## src/rtl/multilatch_ctr_if.sv

```systemverilog
// Bus bundle for multilatch_ctr: capture input, op controls, output enables and status.
interface multilatch_ctr_if #(
  parameter int WIDTH = 12,
  parameter int NOUT  = 2
);
  logic [WIDTH-1:0]      in;
  logic                  hold;
  logic                  latch;
  logic [1:0]            op;
  logic [NOUT-1:0]       oe;
  logic [NOUT*WIDTH-1:0] out;
  logic                  link;
  logic                  zero;

  modport master (
    output in, hold, latch, op, oe,
    input  out, link, zero
  );

  modport slave (
    input  in, hold, latch, op, oe,
    output out, link, zero
  );
endinterface

```

## src/rtl/multilatch_ctr.sv

```systemverilog
// Two-stage register (capture + data) with load/clear/inc/dec ops and NOUT enabled outputs.
// Define MULTILATCH_TRISTATE_EN to make disabled channels drive 'z instead of zeros.
module multilatch_ctr #(
  parameter int WIDTH = 12,
  parameter int NOUT  = 2
) (
  input  logic            SYSCLK,
  input  logic            RESET_N,
  multilatch_ctr_if.slave bus
);
  localparam logic [1:0] OP_LOAD  = 2'b00;
  localparam logic [1:0] OP_CLEAR = 2'b01;
  localparam logic [1:0] OP_INC   = 2'b10;
  localparam logic [1:0] OP_DEC   = 2'b11;

  logic [WIDTH-1:0]      holdreg;
  logic [WIDTH-1:0]      data;
  logic                  link_q;
  logic [NOUT*WIDTH-1:0] out_v;

  // LOAD reads holdreg before this edge's capture, so no in->data bypass exists.
  always_ff @(posedge SYSCLK or negedge RESET_N) begin
    if (!RESET_N) begin
      holdreg <= '0;
      data    <= '0;
      link_q  <= 1'b0;
    end else begin
      if (!bus.hold)
        holdreg <= bus.in;
      if (bus.latch) begin
        case (bus.op)
          OP_LOAD: begin
            data   <= holdreg;
            link_q <= 1'b0;
          end
          OP_CLEAR: begin
            data   <= '0;
            link_q <= 1'b0;
          end
          OP_INC: begin
            data <= data + WIDTH'(1);
            if (data == '1)
              link_q <= 1'b1;
          end
          OP_DEC: begin
            data <= data - WIDTH'(1);
            if (data == '0)
              link_q <= 1'b1;
          end
          default: begin
            data   <= data;
            link_q <= link_q;
          end
        endcase
      end
    end
  end

  always_comb begin
    out_v = '0;
    for (int unsigned k = 0; k < NOUT; k++) begin
`ifdef MULTILATCH_TRISTATE_EN
      out_v[k*WIDTH +: WIDTH] = bus.oe[k] ? data : {WIDTH{1'bz}};
`else
      out_v[k*WIDTH +: WIDTH] = bus.oe[k] ? data : '0;
`endif
    end
  end

  assign bus.out  = out_v;
  assign bus.link = link_q;
  assign bus.zero = (data == '0);
endmodule

```

## src/flat_wrapper.sv

```systemverilog
// flat-port wrapper written by rule: the top's interface ports become plain ports
module multilatch_ctr_flat 
#(
  parameter int WIDTH = 12,
  parameter int NOUT  = 2
)
  (SYSCLK, RESET_N, bus_in, bus_hold, bus_latch, bus_op, bus_oe, bus_out, bus_link, bus_zero);
  multilatch_ctr_if #(.WIDTH(WIDTH), .NOUT(NOUT)) bus_i ();
  input  logic SYSCLK;
  input  logic RESET_N;
  input wire logic [$bits(bus_i.in)-1:0] bus_in;
  input wire logic [$bits(bus_i.hold)-1:0] bus_hold;
  input wire logic [$bits(bus_i.latch)-1:0] bus_latch;
  input wire logic [$bits(bus_i.op)-1:0] bus_op;
  input wire logic [$bits(bus_i.oe)-1:0] bus_oe;
  output wire logic [$bits(bus_i.out)-1:0] bus_out;
  output wire logic [$bits(bus_i.link)-1:0] bus_link;
  output wire logic [$bits(bus_i.zero)-1:0] bus_zero;
  assign bus_i.in = bus_in;
  assign bus_i.hold = bus_hold;
  assign bus_i.latch = bus_latch;
  assign bus_i.op = bus_op;
  assign bus_i.oe = bus_oe;
  assign bus_out = bus_i.out;
  assign bus_link = bus_i.link;
  assign bus_zero = bus_i.zero;
  multilatch_ctr #(.WIDTH(WIDTH), .NOUT(NOUT)) u_core (.SYSCLK(SYSCLK), .RESET_N(RESET_N), .bus(bus_i));
endmodule
```

## config.mk

```make
export PLATFORM = sky130hd
export DESIGN_NAME = multilatch_ctr_flat
export DESIGN_NICKNAME = d
export VERILOG_FILES = /design/src/rtl/multilatch_ctr_if.sv /design/src/rtl/multilatch_ctr.sv /design/src/flat_wrapper.sv
export SDC_FILE = /design/constraint.sdc
export NUM_CORES = 1
export LEC_CHECK = 0
export ABC_AREA = 1
export BUFFER_PORTS_ARGS = -buffer_cell sky130_fd_sc_hd__buf_2
export CELL_PAD_IN_SITES_DETAIL_PLACEMENT = 0
export CELL_PAD_IN_SITES_GLOBAL_PLACEMENT = 1
export CORE_UTILIZATION = 41
export DETAILED_ROUTE_END_ITERATION = 16
export PLACE_DENSITY_LB_ADDON = 0.1
export SLEW_MARGIN = 30
export SYNTH_ARGS = -nofsm -noshare
export SYNTH_HDL_FRONTEND = slang
export SYNTH_SLANG_ARGS = --single-unit
```

## constraint.sdc

```tcl
create_clock -name SYSCLK -period 3.15 [get_ports SYSCLK]
set_input_delay 0.63 -clock SYSCLK [delete_from_list [all_inputs] [get_ports SYSCLK]]
set_output_delay 0.63 -clock SYSCLK [all_outputs]
set_load 0.05 [all_outputs]
```

==> results by group, run 1 <==
Run status
  • Status: finished clean

Global route
  • Largest net degree at the start of global routing: 26
  • First-pass GRT wire length: about 8500 um
  • Via count of the first global-routing pass: between 1500 and 2000
  • Remaining global-route overflow: 0
  • Number of antenna violations at the first check in global routing: 0
  • GR Util All Layers: 21.5%

Timing
  • Setup repair after global routing missed its margin: false
  • Shortest period the worst path allows: ~2.3 ns
  • Tightest slew margin relative to the limit: between 50 and 60%
  • Setup-violating endpoint count in the final report: 0
  • Hold Fails Final Rpt: 0
  • Final worst slack: approximately 0.90 ns
  • Slew at the pin closest to its max-slew limit: 0.716 ns
  • Final sum of negative setup slack: 0 ns
  • Number of pins with negative max-slew slack in the final report: 0
  • Achievable frequency: 443 MHz
  • Worst setup skew after layout: roughly 0.0024 ns
  • Final Cycle Share: 71.6%

Logic synthesis
  • Fraction of synthesized cell area taken by the top area cell type: 31.0%
  • Number of standard cells after synthesis: 284
  • Net count after synthesis: 307
  • Flop and latch count out of synthesis: 25
  • Top cells by area, synth: sky130_fd_sc_hd__dfrtp_1, sky130_fd_sc_hd__nand2_1, sky130_fd_sc_hd__inv_1
  • Yosys top cell by area: sky130_fd_sc_hd__dfrtp_1
  • Warning count from the yosys run: 0
  • Combined area of all synthesized cells: 2020 um^2
  • Post-synthesis area per instance: 7.11 um^2
  • Number of different library cells in the post-synthesis netlist: 31
  • Sequential-to-total area share from yosys stat: 31.0%

Pwr
  • Gate power share: 44.0%
  • Sequential Power Share: between 30% and 40%
  • Clock Power Share: between 15 and 20%
  • Worst-case vdd ir drop: 199 uV
  • Leakage: 1.34 nW
  • Cell internal pwr: ~600 uW
  • Power per Cell Area: 485 nW/um^2
  • Switch share: 46.4%
  • Net switching power figure: 517 uW

Placed design
  • Post-placement setup slack: 0.654 ns
  • Dpl cells: 385
  • Global placer's final weighted congestion: 0.900
  • Port-buffer cells: 45
  • Detailed Place HPWL: 4090 um

Clock network
  • Count of hold buffers inserted by post-cts repair: 0
  • Clock tree from TritonCTS: done
  • Number of setup buffers added after CTS: 0
  • Inserted Clock Buffers: 3
  • Clock latency on the worst-skew pair: 0.28 ns
  • Clk buf depth: 2
  • CTS Root Buffer Type: sky130_fd_sc_hd__clkbuf_8
  • Clock-pin slew on the worst setup and hold paths: ~0.09 ns
  • H-tree levels: 1
  • Number of clock sinks: 25
  • Post_cts resized: 0

Finish
  • Final Util: 48.7%
  • Post-route non-filler standard cell count: between 300 and 400
  • Synthesis-to-layout area growth: 13.9%
  • Number of filler instances in the final layout: 486
  • # nets final: between 300 and 400
  • Final antenna diode count: 0
  • Fraction of final layout cells sized beyond drive strength 1: roughly 28%

Critical path
  • Critical path buffers and inverters: 2
  • Crit start category: flop
  • Cell with the most instances on the worst path: sky130_fd_sc_hd__nor2_1
  • Critical path peak fanout: 8
  • Cell-by-cell trace of the critical path: nor2_1, nand3_1, nor2_1, nand2_1, inv_1, buf_2
  • Type of the setup path with the least slack: reg2out
  • Required arrival time at the worst endpoint: 2.52 ns
  • Crit-path max cell delay: 0.53 ns
  • Cell class contributing the biggest share of worst-path delay: flip-flops
  • Arrival time at the worst endpoint: around 1.6 ns
  • Worst Setup End Kind: output pin
  • Critical-path cell with the highest stage delay: sky130_fd_sc_hd__dfrtp_1

Route
  • WL/cell: roughly 14 um
  • Vias per cell: 4.94
  • Routed vias: 1921
  • Drt first-iter violations: 117
  • Initial DRT Pass Iterations: 4
  • DR DRC count: 0
  • Antenna-violating nets left: 0
  • Total Routed Length: ~5300 um

Hold path
  • Hold Path Class: in2async

Floorplanning
  • Horizontal die dimension: 72.2 um
  • Die Span Y: 72.2 um
  • Initial cell density of the core: 42.8%
  • Placement Rows: 25
  • Core area: 4720 um^2
  • I/O pin total: between 40 and 50
  • DIE AREA: 5210 um^2

Job
  • Count of maximum capacitance violations: 0
==> Yosys cell counts <==
cell type	count
sky130_fd_sc_hd__buf_12	1
sky130_fd_sc_hd__nand2_2	9
sky130_fd_sc_hd__o21ai_1	1
sky130_fd_sc_hd__ha_1	3
sky130_fd_sc_hd__o21ai_0	6
sky130_fd_sc_hd__nor2_2	2
sky130_fd_sc_hd__nor3_1	1
sky130_fd_sc_hd__mux2_2	12
sky130_fd_sc_hd__nand4_1	5
sky130_fd_sc_hd__a22oi_1	6
sky130_fd_sc_hd__nor4_1	1
sky130_fd_sc_hd__a22oi_2	1
sky130_fd_sc_hd__a21oi_2	4
sky130_fd_sc_hd__nand2_1	73
sky130_fd_sc_hd__nand3_1	22
sky130_fd_sc_hd__nand3b_1	1
sky130_fd_sc_hd__inv_6	1
sky130_fd_sc_hd__buf_2	2
sky130_fd_sc_hd__nand2_8	1
sky130_fd_sc_hd__nor2_4	2
sky130_fd_sc_hd__clkbuf_1	5
sky130_fd_sc_hd__xor2_1	1
sky130_fd_sc_hd__a21oi_1	19
sky130_fd_sc_hd__inv_1	47
sky130_fd_sc_hd__buf_1	1
sky130_fd_sc_hd__nand3_2	5
sky130_fd_sc_hd__buf_6	2
sky130_fd_sc_hd__a31oi_1	1
sky130_fd_sc_hd__nor2_1	19
sky130_fd_sc_hd__nand2_4	5
sky130_fd_sc_hd__dfrtp_1	25
==> power groups by stage <==
| stage | Combinational [mW] | Sequential, mW | Clock (mW) |
|---|---|---|---|
| final | 0.491 | 0.425 | 0.199 |
| after global routing | 0.546 | 0.433 | 0.215 |
| after CTS | 0.494 | 0.426 | 0.208 |
| after detailed placement | 0.492 | 0.432 | 0 |
| after global placement | 0.494 | 0.431 | 0 |
| after floorplan | 0.397 | 0.408 | 0 |
==> placed cells by master, fill, tap and decap left out, drive strengths merged <==
cell	instances
nand2	88
inv	48
buf	45
nand3	27
dfrtp	25
nor2	23
a21oi	23
mux2	12
o21ai	7
a22oi	7
nand4	5
ha	3
clkbuf	3
nor3	1
a31oi	1
nand3b	1
nor4	1
xor2	1
clkinv	1
==> cells by family after synthesis <==
family          count (synthesis)  synth area share, %
simple gates                  146                 35.8
flops                          25                 31.0
xor+xnor                        1                0.434
fa+ha+maj                       3                 1.86
compound gates                 38                 11.3
mux                            12                 6.69
buf+inv                        59                 12.9
==> cell type report <==
class,instances,area (um^2),share of cell area [%]
clock buffers,3,41.3,1.80
flip-flops and latches,25,626,27.2
repair buffers,45,225,9.79
inverters,48,185,8.05
well taps,67,83.8,3.65
multi-input cells,200,1130,49.3
clock inverters,1,5.00,0.218
==> per-stage QoR <==
step | hold WS, ns | power [mW] | instance area, um^2
final | 0.341 | 1.12 | 2300
after global routing | 0.390 | 1.19 | 2300
after CTS | 0.367 | 1.13 | 2300
after detailed placement | 0.501 | 0.924 | 2250
after global placement | 0.491 | 0.926 | 2250
after floorplan | 0.334 | 0.805 | 2020
==> flip-flops by register name, indices dropped and copies added, names as in the netlist <==
register	cells
u_core.holdreg	12
u_core.bus.link	1
u_core.data	12
==> metal layers <==
layer  routed length [um]  global-route usage (%)
met1                 2380                    28.6
met3                  284                    2.78
met2                 2510                    36.1
met4                   86                    7.19
met5                    0                       0
==> path summary, 6_finish.rpt <==
| check | from | to | slack [ns] | cells past startpoint |
|---|---|---|---|---|
| worst max register to register | u_core.data[4] | u_core.data[10] | 1.44 | 9 |
| max in group asynchronous | RESET_N | u_core.data[6] | 2.42 | 1 |
| worst min register to register | u_core.holdreg[8] | u_core.holdreg[8] | 0.52 | 1 |
| worst max-delay path | u_core.data[6] | bus_zero | 0.90 | 6 |
| min in group SYSCLK | u_core.holdreg[8] | u_core.holdreg[8] | 0.52 | 1 |
| worst min-delay path | RESET_N | u_core.holdreg[2] | 0.34 | 1 |
(Power assumes the default switching activity.)
==> run 2, diff against run 1 <==
ABC_AREA = 0   (was 1)
CORE_UTILIZATION = 36   (was 41)
clock period = 2 ns   (was 3.15 ns; I/O delays follow)
==> run 2 against run 1 <==
Die area up 5.3%. Register-to-register slack got worse by 1.3 ns. Worst hold slack worse by 0.23 ns. Largest cell class unchanged. Routed wire length decreased by 8.9%. Largest power group unchanged. Count of clock-buffer cells in the layout up 1. Area after synthesis shrank 7.4%.
==> results by group, run 2 <==
Logic synthesis
  • Post-synth EDFFs: 0
  • Ys async rst share: 100%
  • Fraction of synthesized cell area taken by the top area cell type: 33.4%
  • Flop and latch count out of synthesis: 25
  • Sequential-to-total area share from yosys stat: about a third
  • Net count after synthesis: 229
  • Most repeated cell in the gate-level netlist after synthesis: sky130_fd_sc_hd__dfrtp_1
  • Number of different library cells in the post-synthesis netlist: 54
  • Yosys top cell by area: sky130_fd_sc_hd__dfrtp_1
  • Warning count from the yosys run: 0
  • Most instantiated flip-flop cell in the synthesis netlist: sky130_fd_sc_hd__dfrtp_1
  • Top cells by area, synth: sky130_fd_sc_hd__dfrtp_1, sky130_fd_sc_hd__and2_1, sky130_fd_sc_hd__mux2_2
  • Number of standard cells after synthesis: around 200
  • Post-synthesis area per instance: 9.08 um^2
  • Most common library cells after synthesis: sky130_fd_sc_hd__dfrtp_1, sky130_fd_sc_hd__and2_1, sky130_fd_sc_hd__nand2_1, sky130_fd_sc_hd__nor2_1, sky130_fd_sc_hd__mux2_2
  • Combined area of all synthesized cells: roughly 1900 um^2

Critical path
  • Flop2flop setup slack: between 0.1 and 0.15 ns
  • Worst Setup End Kind: output pin
  • Arrival time at the worst endpoint: 1.59 ns
  • Required arrival time at the worst endpoint: 1.60 ns
  • Critical path peak fanout: 3
  • Crit start category: flop
  • Type of the setup path with the least slack: reg2out

Pwr
  • Leakage: 1.07 nW
  • Worst-case vdd ir drop: 397 uV
  • Power per Cell Area: between 800 and 900 nW/um^2
  • Total power: approximately 1.9 mW

Global route
  • GR Util All Layers: 19.4%
  • Largest net degree at the start of global routing: 26
  • Remaining global-route overflow: 0
  • Number of antenna violations at the first check in global routing: 0
  • First-pass GRT wire length: 7970 um
  • Via count of the first global-routing pass: 1642

Route
  • Antenna-violating nets left: 0
  • DR DRC count: 0
  • Initial DRT Pass Iterations: 4
  • WL/cell: 14.6 um
  • Routed vias: approximately 1700
  • Total Routed Length: 4790 um
  • Drt first-iter violations: 48
  • Vias per cell: 5.16

Floorplanning
  • I/O pin total: 46
  • Core area: 4850 um^2
  • Initial cell density of the core: 38.6%
  • Placement Rows: 25
  • DIE AREA: 5490 um^2
  • Horizontal die dimension: 74.1 um
  • Die Span Y: 74.1 um

Clock network
  • Number of clock sinks: 25
  • Clock tree from TritonCTS: done
  • H-tree levels: 1
  • Inserted Clock Buffers: 3
  • Count of hold buffers inserted by post-cts repair: 0
  • Clock latency on the worst-skew pair: around 0.27 ns
  • Clk buf depth: 2
  • Clock-pin slew on the worst setup and hold paths: approximately 0.080 ns
  • CTS Root Buffer Type: sky130_fd_sc_hd__clkbuf_8

Placed design
  • Cell area after placement: 2260 um^2
  • Post-placement setup slack: -0.0163 ns
  • Global placer's final weighted congestion: 0.859
  • Detailed Place HPWL: 3670 um
  • Port-buffer cells: 45

Timing
  • Worst setup skew after layout: 0.00243 ns
  • Number of pins with negative max-slew slack in the final report: 0
  • Tightest slew margin relative to the limit: a little over 60%
  • Setup repair after global routing missed its margin: true
  • Setup-violating endpoint count in the final report: 0
  • Final Cycle Share: 99.3%
  • Slew at the pin closest to its max-slew limit: 0.570 ns
  • Hold Worst Slack: ~0.11 ns
  • Shortest period the worst path allows: 1.99 ns
  • Final worst slack: 0.0131 ns
  • Hold Fails Final Rpt: 0
  • Achievable frequency: 503 MHz

Finish
  • Final antenna diode count: 0
  • Fraction of final layout cells sized beyond drive strength 1: 39.5%
  • # nets final: 285
  • Most common cell after layout, fill and taps aside: sky130_fd_sc_hd__buf_2
  • Synthesis-to-layout area growth: 24.3%
  • Final design instance area without fill: 2330 um^2
  • Final Util: 48.0%
  • Top library cells by usage in the layout, fill and taps aside: sky130_fd_sc_hd__buf_2, sky130_fd_sc_hd__buf_4, sky130_fd_sc_hd__and2_1

Run status
  • Status: finished clean

Hold path
  • Hold Path Class: in2async

Job
  • Count of maximum capacitance violations: 0
run 2: cell types whose count changed after synthesis, moves of 9 or more:
| cell | delta |
|---|---|
| sky130_fd_sc_hd__a21oi_1 | -9 |
| sky130_fd_sc_hd__and2_1 | +24 |
| sky130_fd_sc_hd__inv_1 | -41 |
| sky130_fd_sc_hd__nand2_1 | -59 |
| sky130_fd_sc_hd__nand2_2 | -9 |
| sky130_fd_sc_hd__nand3_1 | -18 |
run 2: final timing paths:
check / from / end / cells after the start
worst max register to register: u_core.data[1] / u_core.data[10] / 8
worst max-delay path: u_core.data[6] / bus_zero / 4
worst min-delay path: RESET_N / u_core.holdreg[3] / 1
max in group asynchronous: RESET_N / u_core.data[3] / 1
worst min register to register: u_core.holdreg[7] / u_core.holdreg[7] / 1
min in group SYSCLK: bus_in[5] / u_core.holdreg[5] / 2
run 2: timing repair:
item | 4_1_cts | 5_1_grt
endpoints found under the setup margin | 1 | 4
resized for setup | 4 | 3
pin swaps | 0 | 1
buffers inserted | 0 | 0
run 2: cells by family after synthesis:
group           after synthesis  share of synthesized area (%)
flops                        25                           33.4
xor+xnor                      5                           2.34
fa+ha+maj                     3                           2.01
compound gates               43                           15.9
buf+inv                      26                           7.82
mux                          17                           9.90
simple gates                 87                           28.6
run 2: per-layer routing:
layer  vias up  GRT usage [%]  wire (um)
met1       784           26.5       2410
met4         0           8.33         93
met2        53           31.1       2100
li1        847              -          -
met3         8           2.03        194
met5         -              0          0
run 2: power by group:
group	switching (mW)	total [mW]	internal, mW	leakage (nW)
logic	0.571	0.923	0.352	0.754
clock network	0.158	0.301	0.143	0.0228
registers	0.109	0.693	0.584	0.297
total	0.838	1.92	1.08	1.07
run 2: worst max-delay path, stage by stage, from the launching register on:
cell and delay, ns:
sky130_fd_sc_hd__dfrtp_1 0.41, sky130_fd_sc_hd__nor4_4 0.33, sky130_fd_sc_hd__nand3_2 0.17, sky130_fd_sc_hd__nor4_4 0.20
sky130_fd_sc_hd__buf_6 0.20
run 2: cell type report:
class | count | area (um^2)
Inverter | 7 | 26.3
Multi-Input combinational cell | 155 | 1120
Fill cell | 474 | 2520
Sequential cell | 25 | 628
Timing Repair Buffer | 70 | 419
Clock buffer | 4 | 45.0
Tap cell | 67 | 83.8
run 2: metrics by stage:
step	setup TNS, ns	instances
floorplan	0	206
detailed placement	-0.0163	324
global placement	-0.0135	324
finish	0	328
CTS	0	328
global route	-0.0651	328
==> run 3, diff against run 2 <==
BUFFER_PORTS_ARGS = default   (was -buffer_cell sky130_fd_sc_hd__buf_2)
CORE_UTILIZATION = 44   (was 36)
CTS_BUF_LIST = sky130_fd_sc_hd__clkbuf_8   (was default)
DONT_BUFFER_PORTS = 1   (was default)
SKIP_LAST_GASP = 1   (was default)
==> run 3 against run 2 <==
Total power shrank 4.6%. Utilization grew 4.9 points. Clock power shrank 6%. Register-to-register slack lost 0.03 ns. Largest cell class unchanged. Setup slack gained 0.0027 ns. Non-clock buffer count shrank 46. Worst hold slack gained 0.11 ns. Critical endpoint unchanged.
==> results by group, run 3 (synthesis results as in run 2) <==
Run status
  • Status: finished clean

Critical path
  • Critical path buffers and inverters: 1
  • Cell-by-cell trace of the critical path: nor4_4, nand3_2, nor4_4, buf_12
  • Worst Setup End Kind: output pin
  • Required arrival time at the worst endpoint: 1.60 ns
  • Crit start category: flop
  • Arrival time at the worst endpoint: 1.58 ns
  • Type of the setup path with the least slack: reg2out
  • Crit-path max cell delay: 0.42 ns
  • Critical-path cell with the highest stage delay: sky130_fd_sc_hd__dfrtp_1
  • Cell class contributing the biggest share of worst-path delay: simple AND/OR/NAND/NOR gates
  • Critical path peak fanout: 2
  • Cell with the most instances on the worst path: sky130_fd_sc_hd__nor4_4

Finish
  • Most common cell after layout, fill and taps aside: sky130_fd_sc_hd__and2_1
  • Final design instance area without fill: 2130 um^2
  • Synthesis-to-layout area growth: 14.0%
  • # nets final: 239
  • Top library cells by usage in the layout, fill and taps aside: sky130_fd_sc_hd__and2_1, sky130_fd_sc_hd__dfrtp_1, sky130_fd_sc_hd__buf_4
  • Final antenna diode count: 0
  • Fraction of final layout cells sized beyond drive strength 1: 27.4%

Timing
  • Hold Fails Final Rpt: 0
  • Hold Worst Slack: 0.220 ns
  • Slew at the pin closest to its max-slew limit: 0.496 ns
  • Achievable frequency: 504 MHz
  • Setup-violating endpoint count in the final report: 0
  • Final Cycle Share: 99.2%
  • Tightest slew margin relative to the limit: between 60% and 70%
  • Worst setup skew after layout: between 0.002 and 0.0025 ns
  • Setup repair after global routing missed its margin: true
  • Number of pins with negative max-slew slack in the final report: 0
  • Shortest period the worst path allows: 1.98 ns

Route
  • Antenna-violating nets left: 0
  • DR DRC count: 0
  • Initial DRT Pass Iterations: 5
  • Routed vias: 1566
  • Drt first-iter violations: approximately 110
  • WL/cell: 16.8 um
  • Total Routed Length: 4460 um
  • Vias per cell: approximately 6

Clock network
  • Number of clock sinks: 25
  • Clock latency on the worst-skew pair: 0.26 ns
  • Clock tree from TritonCTS: done
  • Clk buf depth: 2
  • Clock-pin slew on the worst setup and hold paths: 0.08 ns
  • H-tree levels: 1
  • CTS Root Buffer Type: sky130_fd_sc_hd__clkbuf_8
  • Inserted Clock Buffers: 3

Pwr
  • Power per Cell Area: roughly 860 nW/um^2
  • Switch share: 43.6%
  • Total power: 1.83 mW
  • Gate power share: 46.5%
  • Sequential Power Share: 38.0%
  • Clock Power Share: 15.5%
  • Net switching power figure: 797 uW
  • Leakage: approximately 0.88 nW
  • Cell internal pwr: 1.03 mW
  • Worst-case vdd ir drop: 560 uV

Floorplanning
  • Core area: roughly 4000 um^2
  • Die Span Y: 67.2 um
  • Initial cell density of the core: 46.4%
  • Horizontal die dimension: approximately 67 um
  • DIE AREA: 4520 um^2
  • I/O pin total: 46
  • Placement Rows: 23

Global route
  • Highest-utilization routing layer at the global route stage: met2
  • GRT met3 Usage: approximately 2.9%
  • GRT met1 Usage: 30.8%
  • GR Util All Layers: about 22%
  • Largest net degree at the start of global routing: 26
  • Remaining global-route overflow: 0
  • Routing usage on met2: ~36%
  • Number of antenna violations at the first check in global routing: 0
  • First-pass GRT wire length: 7430 um
  • Via count of the first global-routing pass: 1517

Placed design
  • Global placer's final weighted congestion: 0.814
  • Detailed Place HPWL: 3350 um
  • Port-buffer cells: 0
  • Cell area after placement: about 1900 um^2

Hold path
  • Hold Path Class: in2reg

Job
  • Count of maximum capacitance violations: 0
-- run 3: what timing repair did --
item,in CTS,in global routing
hold buffers,2,0
endpoints found under the setup margin,1,5
hold endpoints to repair,25,0
pin swaps,4,9
gates cloned,0,0
setup buffers,5,3
gates resized for setup,3,8
-- run 3: metrics by stage --
| stage | util [%] | setup slack, ns | setup TNS (ns) | instances |
|---|---|---|---|---|
| after floorplan | - | 0.00380 | 0 | 206 |
| after global placement | 48.1 | 0.0743 | 0 | 251 |
| after detailed placement | 48.1 | 0.0241 | 0 | 251 |
| after CTS | 51.1 | -0.104 | -0.104 | 262 |
| after global routing | 52.9 | -0.0783 | -0.105 | 265 |
| final | 52.9 | 0.0158 | 0 | 265 |
-- run 3: power groups by stage --
stage	registers, mW	logic (mW)	clock network (mW)
detailed placement	0.714	0.748	0
global placement	0.708	0.744	0
floorplan	0.644	0.720	0
global route	0.709	0.926	0.322
finish	0.695	0.850	0.284
CTS	0.692	0.805	0.301
-- run 3: area by class of cell --
type	count	area, um^2
clock buffer	3	41.3
clock inverter	1	3.75
fill	387	1900
inverter	7	26.3
multi-input combinational	155	1160
sequential	25	628
tap	50	62.6
timing repair buffer	24	211
-- run 3: per-layer routing --
| layer | share of wire [%] | vias up |
|---|---|---|
| met5 | 0 | - |
| met4 | 0.56 | 0 |
| met3 | 5.5 | 2 |
| met2 | 46 | 67 |
| met1 | 48 | 741 |
| li1 | - | 756 |
-- run 3: final timing paths --
| kind | startpoint | depth (start not counted) | endpoint | slack, ns |
|---|---|---|---|---|
| hold / removal | bus_latch | 1 | u_core.bus.link | 0.22 |
| hold reg to reg | u_core.holdreg[7] | 1 | u_core.holdreg[7] | 0.51 |
| min in group asynchronous | RESET_N | 2 | u_core.data[3] | 0.57 |
| setup reg to reg | u_core.data[1] | 9 | u_core.data[6] | 0.09 |
| setup / recovery | u_core.data[6] | 4 | bus_zero | 0.02 |
| max in group asynchronous | RESET_N | 2 | u_core.data[1] | 1.27 |
